## src/rtl/tx_sched_pkg.sv

```systemverilog
// Shared types and frame layout for the TX scheduler/arbiter.
// Latency: n/a (package only).
// Backpressure: n/a (package only).
package tx_sched_pkg;

    typedef enum logic [1:0] {
        ST_IDLE  = 2'd0,
        ST_RD    = 2'd1,
        ST_CAP   = 2'd2,
        ST_ISSUE = 2'd3
    } state_t;

    // Arbitration policy encodings
    localparam int ARB_RR    = 0;
    localparam int ARB_FIXED = 1;

    // Frame layout, MSB first: {op_id, ctrl, addr, wr_data}
    localparam int CTRL_W      = 8;
    localparam int OP_ID_W     = 8;
    localparam int CTRL_WR_BIT = 0;
    localparam int OFF_WR_DATA = 0;

    function automatic int frame_width(input int w);
        return 2 * w + CTRL_W + OP_ID_W;
    endfunction

    function automatic int off_addr(input int w);
        return w;
    endfunction

    function automatic int off_ctrl(input int w);
        return 2 * w;
    endfunction

    function automatic int off_op_id(input int w);
        return 2 * w + CTRL_W;
    endfunction

endpackage

```

## src/rtl/tx_sched_arb_arb.sv

```systemverilog
// Combinational channel arbiter: round-robin from ptr_i+1 or fixed lowest-index.
// Latency: zero cycles (pure combinational).
// Backpressure: none; the caller decides when a grant is taken.
module tx_arb
    import tx_sched_pkg::*;
#(
    parameter int NUM_CH   = 5,
    parameter int ARB_MODE = ARB_RR,
    localparam int PW      = $clog2(NUM_CH)
) (
    input  logic [NUM_CH-1:0] cand_i,
    input  logic [PW-1:0]     ptr_i,
    output logic              gnt_vld,
    output logic [PW-1:0]     gnt_idx
);

    logic ptr_unused;
    assign ptr_unused = ^ptr_i;

    // Later loop iterations overwrite earlier ones, so iterate from lowest to highest priority
    always_comb begin
        int j;
        j       = 0;
        gnt_vld = 1'b0;
        gnt_idx = '0;
        if (ARB_MODE == ARB_FIXED) begin
            for (int i = NUM_CH - 1; i >= 0; i--) begin
                if (cand_i[PW'(i)]) begin
                    gnt_vld = 1'b1;
                    gnt_idx = PW'(i);
                end
            end
        end else begin
            for (int k = NUM_CH; k >= 1; k--) begin
                j = int'(ptr_i) + k;
                if (j >= NUM_CH) j = j - NUM_CH;
                if (cand_i[PW'(j)]) begin
                    gnt_vld = 1'b1;
                    gnt_idx = PW'(j);
                end
            end
        end
    end

endmodule

```

## src/rtl/tx_sched_arb.sv

```systemverilog
// Scheduler: picks an eligible channel, pops one FIFO frame and issues it to that switch.
// Latency: grant to issue 3 cycles, one operation every 4 cycles at best.
// Backpressure: a busy switch stalls the issue with the captured frame held.
module tx_sched_arb
    import tx_sched_pkg::*;
#(
    parameter int NUM_CH       = 5,
    parameter int W_WIDTH      = 8,
    parameter int ARB_MODE     = ARB_RR,
    localparam int FRAME_WIDTH = frame_width(W_WIDTH)
) (
    input  logic                          clk,
    input  logic                          rst,
    input  logic [NUM_CH-1:0]             empty_in,
    input  logic [NUM_CH-1:0]             full_in,
    input  logic [NUM_CH-1:0]             sw_busy,
    input  logic [NUM_CH*FRAME_WIDTH-1:0] frame_in,
    output logic [NUM_CH-1:0]             fifo_rd_en,
    output logic [NUM_CH-1:0]             sel_en,
    output logic [W_WIDTH-1:0]            addr,
    output logic [W_WIDTH-1:0]            wr_data,
    output logic                          wr_rd_s,
    output logic [7:0]                    op_id,
    output logic                          op_valid,
    output logic [15:0]                   issue_cnt
);

    localparam int PW        = $clog2(NUM_CH);
    localparam int OFF_ADDR  = off_addr(W_WIDTH);
    localparam int OFF_CTRL  = off_ctrl(W_WIDTH);
    localparam int OFF_OP_ID = off_op_id(W_WIDTH);

    state_t                 state_q, state_d;
    logic [PW-1:0]          gnt_q, gnt_d;
    logic [PW-1:0]          ptr_q, ptr_d;
    logic [FRAME_WIDTH-1:0] frame_q, frame_d;
    logic [15:0]            issue_cnt_q, issue_cnt_d;

    logic [NUM_CH-1:0] elig, urgent, cand, gnt_oh;
    logic              arb_vld;
    logic [PW-1:0]     arb_idx;
    logic [CTRL_W-2:0] ctrl_unused;

    // Full FIFOs among the eligible ones pre-empt everybody else
    assign elig        = ~empty_in & ~sw_busy;
    assign urgent      = elig & full_in;
    assign cand        = (|urgent) ? urgent : elig;
    assign gnt_oh      = NUM_CH'(1) << gnt_q;
    assign ctrl_unused = frame_q[OFF_CTRL + 1 +: CTRL_W - 1];

    tx_arb #(
        .NUM_CH   (NUM_CH),
        .ARB_MODE (ARB_MODE)
    ) u_arb (
        .cand_i  (cand),
        .ptr_i   (ptr_q),
        .gnt_vld (arb_vld),
        .gnt_idx (arb_idx)
    );

    // FSM next state, frame capture and output decode; reset forces every output low
    always_comb begin
        state_d     = state_q;
        gnt_d       = gnt_q;
        ptr_d       = ptr_q;
        frame_d     = frame_q;
        issue_cnt_d = issue_cnt_q;
        fifo_rd_en  = '0;
        sel_en      = '0;
        addr        = '0;
        wr_data     = '0;
        wr_rd_s     = 1'b0;
        op_id       = '0;
        op_valid    = 1'b0;
        issue_cnt   = issue_cnt_q;
        case (state_q)
            ST_IDLE: begin
                if (arb_vld) begin
                    gnt_d   = arb_idx;
                    ptr_d   = arb_idx;
                    state_d = ST_RD;
                end
            end
            ST_RD: begin
                fifo_rd_en = gnt_oh;
                state_d    = ST_CAP;
            end
            ST_CAP: begin
                // FIFO read data shows up the cycle after the strobe
                for (int k = 0; k < NUM_CH; k++) begin
                    if (gnt_q == PW'(k)) frame_d = frame_in[k*FRAME_WIDTH +: FRAME_WIDTH];
                end
                state_d = ST_ISSUE;
            end
            ST_ISSUE: begin
                if ((sw_busy & gnt_oh) == '0) begin
                    sel_en      = gnt_oh;
                    addr        = frame_q[OFF_ADDR +: W_WIDTH];
                    wr_data     = frame_q[OFF_WR_DATA +: W_WIDTH];
                    wr_rd_s     = frame_q[OFF_CTRL + CTRL_WR_BIT];
                    op_id       = frame_q[OFF_OP_ID +: OP_ID_W];
                    op_valid    = 1'b1;
                    issue_cnt_d = (issue_cnt_q == 16'hFFFF) ? issue_cnt_q : issue_cnt_q + 16'd1;
                    state_d     = ST_IDLE;
                end
            end
            default: state_d = ST_IDLE;
        endcase
        if (rst) begin
            fifo_rd_en = '0;
            sel_en     = '0;
            addr       = '0;
            wr_data    = '0;
            wr_rd_s    = 1'b0;
            op_id      = '0;
            op_valid   = 1'b0;
            issue_cnt  = '0;
        end
    end

    // State registers; reset drops any operation in flight, popped entry included
    always_ff @(posedge clk) begin
        if (rst) begin
            state_q     <= ST_IDLE;
            gnt_q       <= '0;
            ptr_q       <= PW'(NUM_CH - 1);
            frame_q     <= '0;
            issue_cnt_q <= '0;
        end else begin
            state_q     <= state_d;
            gnt_q       <= gnt_d;
            ptr_q       <= ptr_d;
            frame_q     <= frame_d;
            issue_cnt_q <= issue_cnt_d;
        end
    end

endmodule

```

## config.mk

```make
export PLATFORM = sky130hd
export DESIGN_NAME = tx_sched_arb
export DESIGN_NICKNAME = d
export VERILOG_FILES = /design/src/rtl/tx_sched_pkg.sv /design/src/rtl/tx_sched_arb_arb.sv /design/src/rtl/tx_sched_arb.sv
export SDC_FILE = /design/constraint.sdc
export NUM_CORES = 1
export LEC_CHECK = 0
export BUFFER_PORTS_ARGS = -buffer_cell sky130_fd_sc_hd__buf_2
export CORE_MARGIN = 2
export CORE_UTILIZATION = 51
export DETAILED_ROUTE_END_ITERATION = 12
export MAX_ROUTING_LAYER = met4
export PLACE_DENSITY = 0.87
export SETUP_SLACK_MARGIN = 0.3
export SLEW_MARGIN = 30
export SYNTH_ARGS = -nofsm -noshare
export SYNTH_HDL_FRONTEND = slang
export SYNTH_SLANG_ARGS = --single-unit
```

## constraint.sdc

```tcl
create_clock -name clk -period 6.1 [get_ports clk]
set_input_delay 0.915 -clock clk [delete_from_list [all_inputs] [get_ports clk]]
set_output_delay 0.915 -clock clk [all_outputs]
set_load 0.1 [all_outputs]
```

==> metrics <==
WL final=15200 um; CTS tree=yes; Initial DRT Pass Iterations=5; Hold Buf Count CTS=0; Critical Path Source=gnt_q[0]; Worst Tran Pin Value=0.875 ns; final core occ=65.0%; Initial DRC Count=369; post-CTS sizing=0; Mean Syn Cell Area=7.51 sq um; clock slew at reported path FFs=0.10 ns; fraction of layout cells with a size suffix above 1=32.1%; status=finished, final reports clean; critical path type=reg -> out; Syn Std Cell Area=0.00456 sq mm; DR WL/cell=17.2 um; Distinct cells, synth=73; std cell rows=34; Yosys warnings=0; max frequency=222 MHz; worst-path maximum fanout=34; largest area contributor in the netlist=dfxtp_1; top_reg_cell synth=dfxtp_1; Final nets=965; clk_skew=0.00495 ns; H-Tree Level Count=2; HP Class=reg -> reg; final slew viol count=0; DPL Wire Length=11300 um; worst reg2reg startpoint=gnt_q[0]; Tcrit/Tclk final=73.9%; Post-Layout Cell Count=880; die span in y=98.5 um; Synth-to-Final Area Change=23.9%; register area share after synthesis=20.7%; worst rel slew slack=41.7%; initial antenna violation count=0; crit start category=flop; VDD IR max=195 uV; Critical Path AT=3.59 ns; GRT Overall Usage=30.7%; first-pass GRT wire length=24400 um; Clock Tree Root=clkbuf_8; pin count of the biggest net entering global routing=65; EDFF count, synth=0; power density over the cells=366 mW/mm^2; PortBufs=193; I/O pin total=229; Critical Path Sink Type=output pin; latest clock arrival within the worst-skew pair=0.30 ns; #FFs+latches synth=47; Placer Congestion=0.999; Num CTS Buffers=5; ant diodes=0; Clock Sinks=47; P_leak=2.44 nW; GRT overflow=0; post-synth top area share=20.7%; routed vias/inst=6.18; Routed Antenna Nets=0; die width=98.5 um; post-placement cell count=872; total negative slack=0 ns; total number of vias=5434; max_cap viols=0; residual DRC count=0; WP data required=5.18 ns; hold path start=issue_cnt_q[9]; Post-Syn Instances=607; post-CTS setup buffers=0; post-synthesis async set-or-reset flop share=0%; RSZ-0062 raised after global routing=no; clk buf depth=2; final hold vios=0; endpoints failing setup=0; Synth area leaders=dfxtp_1 21%, nor2_1 7.1%, mux2_2 6.2%, o211ai_1 5.3%, o221ai_1 5.0%; die area=0.00970 sq mm; Syn Nets=801; Core Area=0.00868 sq mm; vias in the first global route=5058; initial core utilization=52.5%; post-layout min period=4.51 ns
[worst max-delay path: stages (launching register included)]
cell and delay (ns):
dfxtp_1 0.71, inv_2 0.28, ha_1 0.28, buf_4 0.27, a22oi_1 0.20, a31oi_1 0.20, nand2b_1 0.29, nor2_1 0.14
buf_4 0.28, and3_1 0.20, buf_2 0.42
[cells in the mapped netlist (all sizes together) (3+ instances only)]
| cell type | n |
|---|---|
| o21a | 4 |
| and3 | 7 |
| or3b | 7 |
| a21oi | 13 |
| nor2 | 86 |
| and2 | 32 |
| clkbuf | 31 |
| a31oi | 8 |
| xnor2 | 13 |
| buf | 13 |
| a211oi | 5 |
| a41o | 3 |
| nand4 | 5 |
| ha | 16 |
| nor2b | 16 |
| a2bb2oi | 24 |
| o41ai | 3 |
| nand3 | 10 |
| o221ai | 26 |
| or3 | 6 |
| o22ai | 3 |
| nor4 | 6 |
| nand2 | 46 |
| mux2 | 25 |
| nand2b | 5 |
| o32ai | 3 |
| o21ai | 37 |
| mux2i | 7 |
| inv | 18 |
| nor3 | 7 |
| o211ai | 32 |
| or4 | 4 |
| o31ai | 3 |
| dfxtp | 47 |
[power by group]
part	internal [mW]	total [mW]	leakage [nW]	switching [mW]
Sequential	0.366	0.428	0.383	0.0621
Combinational	0.574	1.43	2.01	0.857
Clock	0.0930	0.209	0.0516	0.116
Total	1.03	2.07	2.44	1.04
[sequential cells by signal, indices dropped and copies added (netlist names)]
name	count
frame_q	25
gnt_q	3
issue_cnt_q	16
ptr_q	1
state_q	2
[layer usage]
layer	track usage [%]	share of wire, %	up-vias
met4	8.54	2.0	0
met2	51.4	49	269
met3	4.18	8.2	30
met1	39.1	41	2539
met5	-	0	-
li1	-	-	2596
[per-stage QoR]
step | setup WS [ns] | cell area [sq um] | total power, mW | hold WS, ns
2_1_floorplan | 0.819 | 4560 | 1.50 | 0.467
3_3_place_gp | 2.01 | 5550 | 1.80 | 0.480
3_5_place_dp | 1.89 | 5550 | 1.83 | 0.489
4_1_cts | 1.65 | 5640 | 2.05 | 0.507
5_1_grt | 1.33 | 5640 | 2.21 | 0.543
6_report | 1.59 | 5640 | 2.07 | 0.510
[layout by cell type (no fill, tap or decap), types with 4 or more instances in the layout]
cell       synthesis  final
xnor2_1           13     13
or3b_1             5      5
nand3_1           10     10
buf_4              0      9
a2bb2oi_1         24     24
o221ai_1          26     26
and2_1            31     31
or3_1              6      6
nor3_1             7      7
ha_1              16     16
and3_1             7      7
or4_1              4      4
a31oi_1            8      8
inv_1             17     16
mux2i_1            7      7
o21ai_0           36     36
mux2_2            25     25
a21oi_1           12     12
nor2_1            86     85
buf_2              5    192
o211ai_1          32     32
nor2b_1           16     16
nor4_1             5      5
dfxtp_1           47     46
nand2_1           46     46
o21a_1             4      4
nand2b_1           5      5
a211oi_1           4      4
clkbuf_8           0      6
nand4_1            4      4
[final timing paths]
path,depth (start not counted),slack (ns),end
worst max-delay path,10,1.59,sel_en[1]
worst max register to register,9,2.07,state_q[0]
worst min-delay path,2,0.51,issue_cnt_q[9]
worst min register to register,2,0.51,issue_cnt_q[9]
[logic make-up (layout without fill, tap and decap cells)]
group / after synthesis / after routing / synth area share (%)
AND/OR/NAND/NOR: 246 / 246 / 27.6
AO/OA/AOI/OAI: 188 / 188 / 30.9
buffers and inverters: 62 / 227 / 5.41
flip-flops: 47 / 47 / 20.7
multiplexers: 32 / 32 / 7.72
adder cells (fa/ha/maj): 17 / 17 / 4.83
XOR/XNOR: 15 / 15 / 2.88
[area by class of cell]
| cell class | count | area [sq um] |
|---|---|---|
| Tap cell | 108 | 135 |
| Timing Repair Buffer | 201 | 1030 |
| Clock buffer | 6 | 82.6 |
| Inverter | 18 | 67.6 |
| Fill cell | 769 | 3030 |
| Multi-Input combinational cell | 498 | 3370 |
| Clock inverter | 2 | 13.8 |
| Sequential cell | 47 | 942 |
Note: power is estimated with default switching activity, not from simulation.
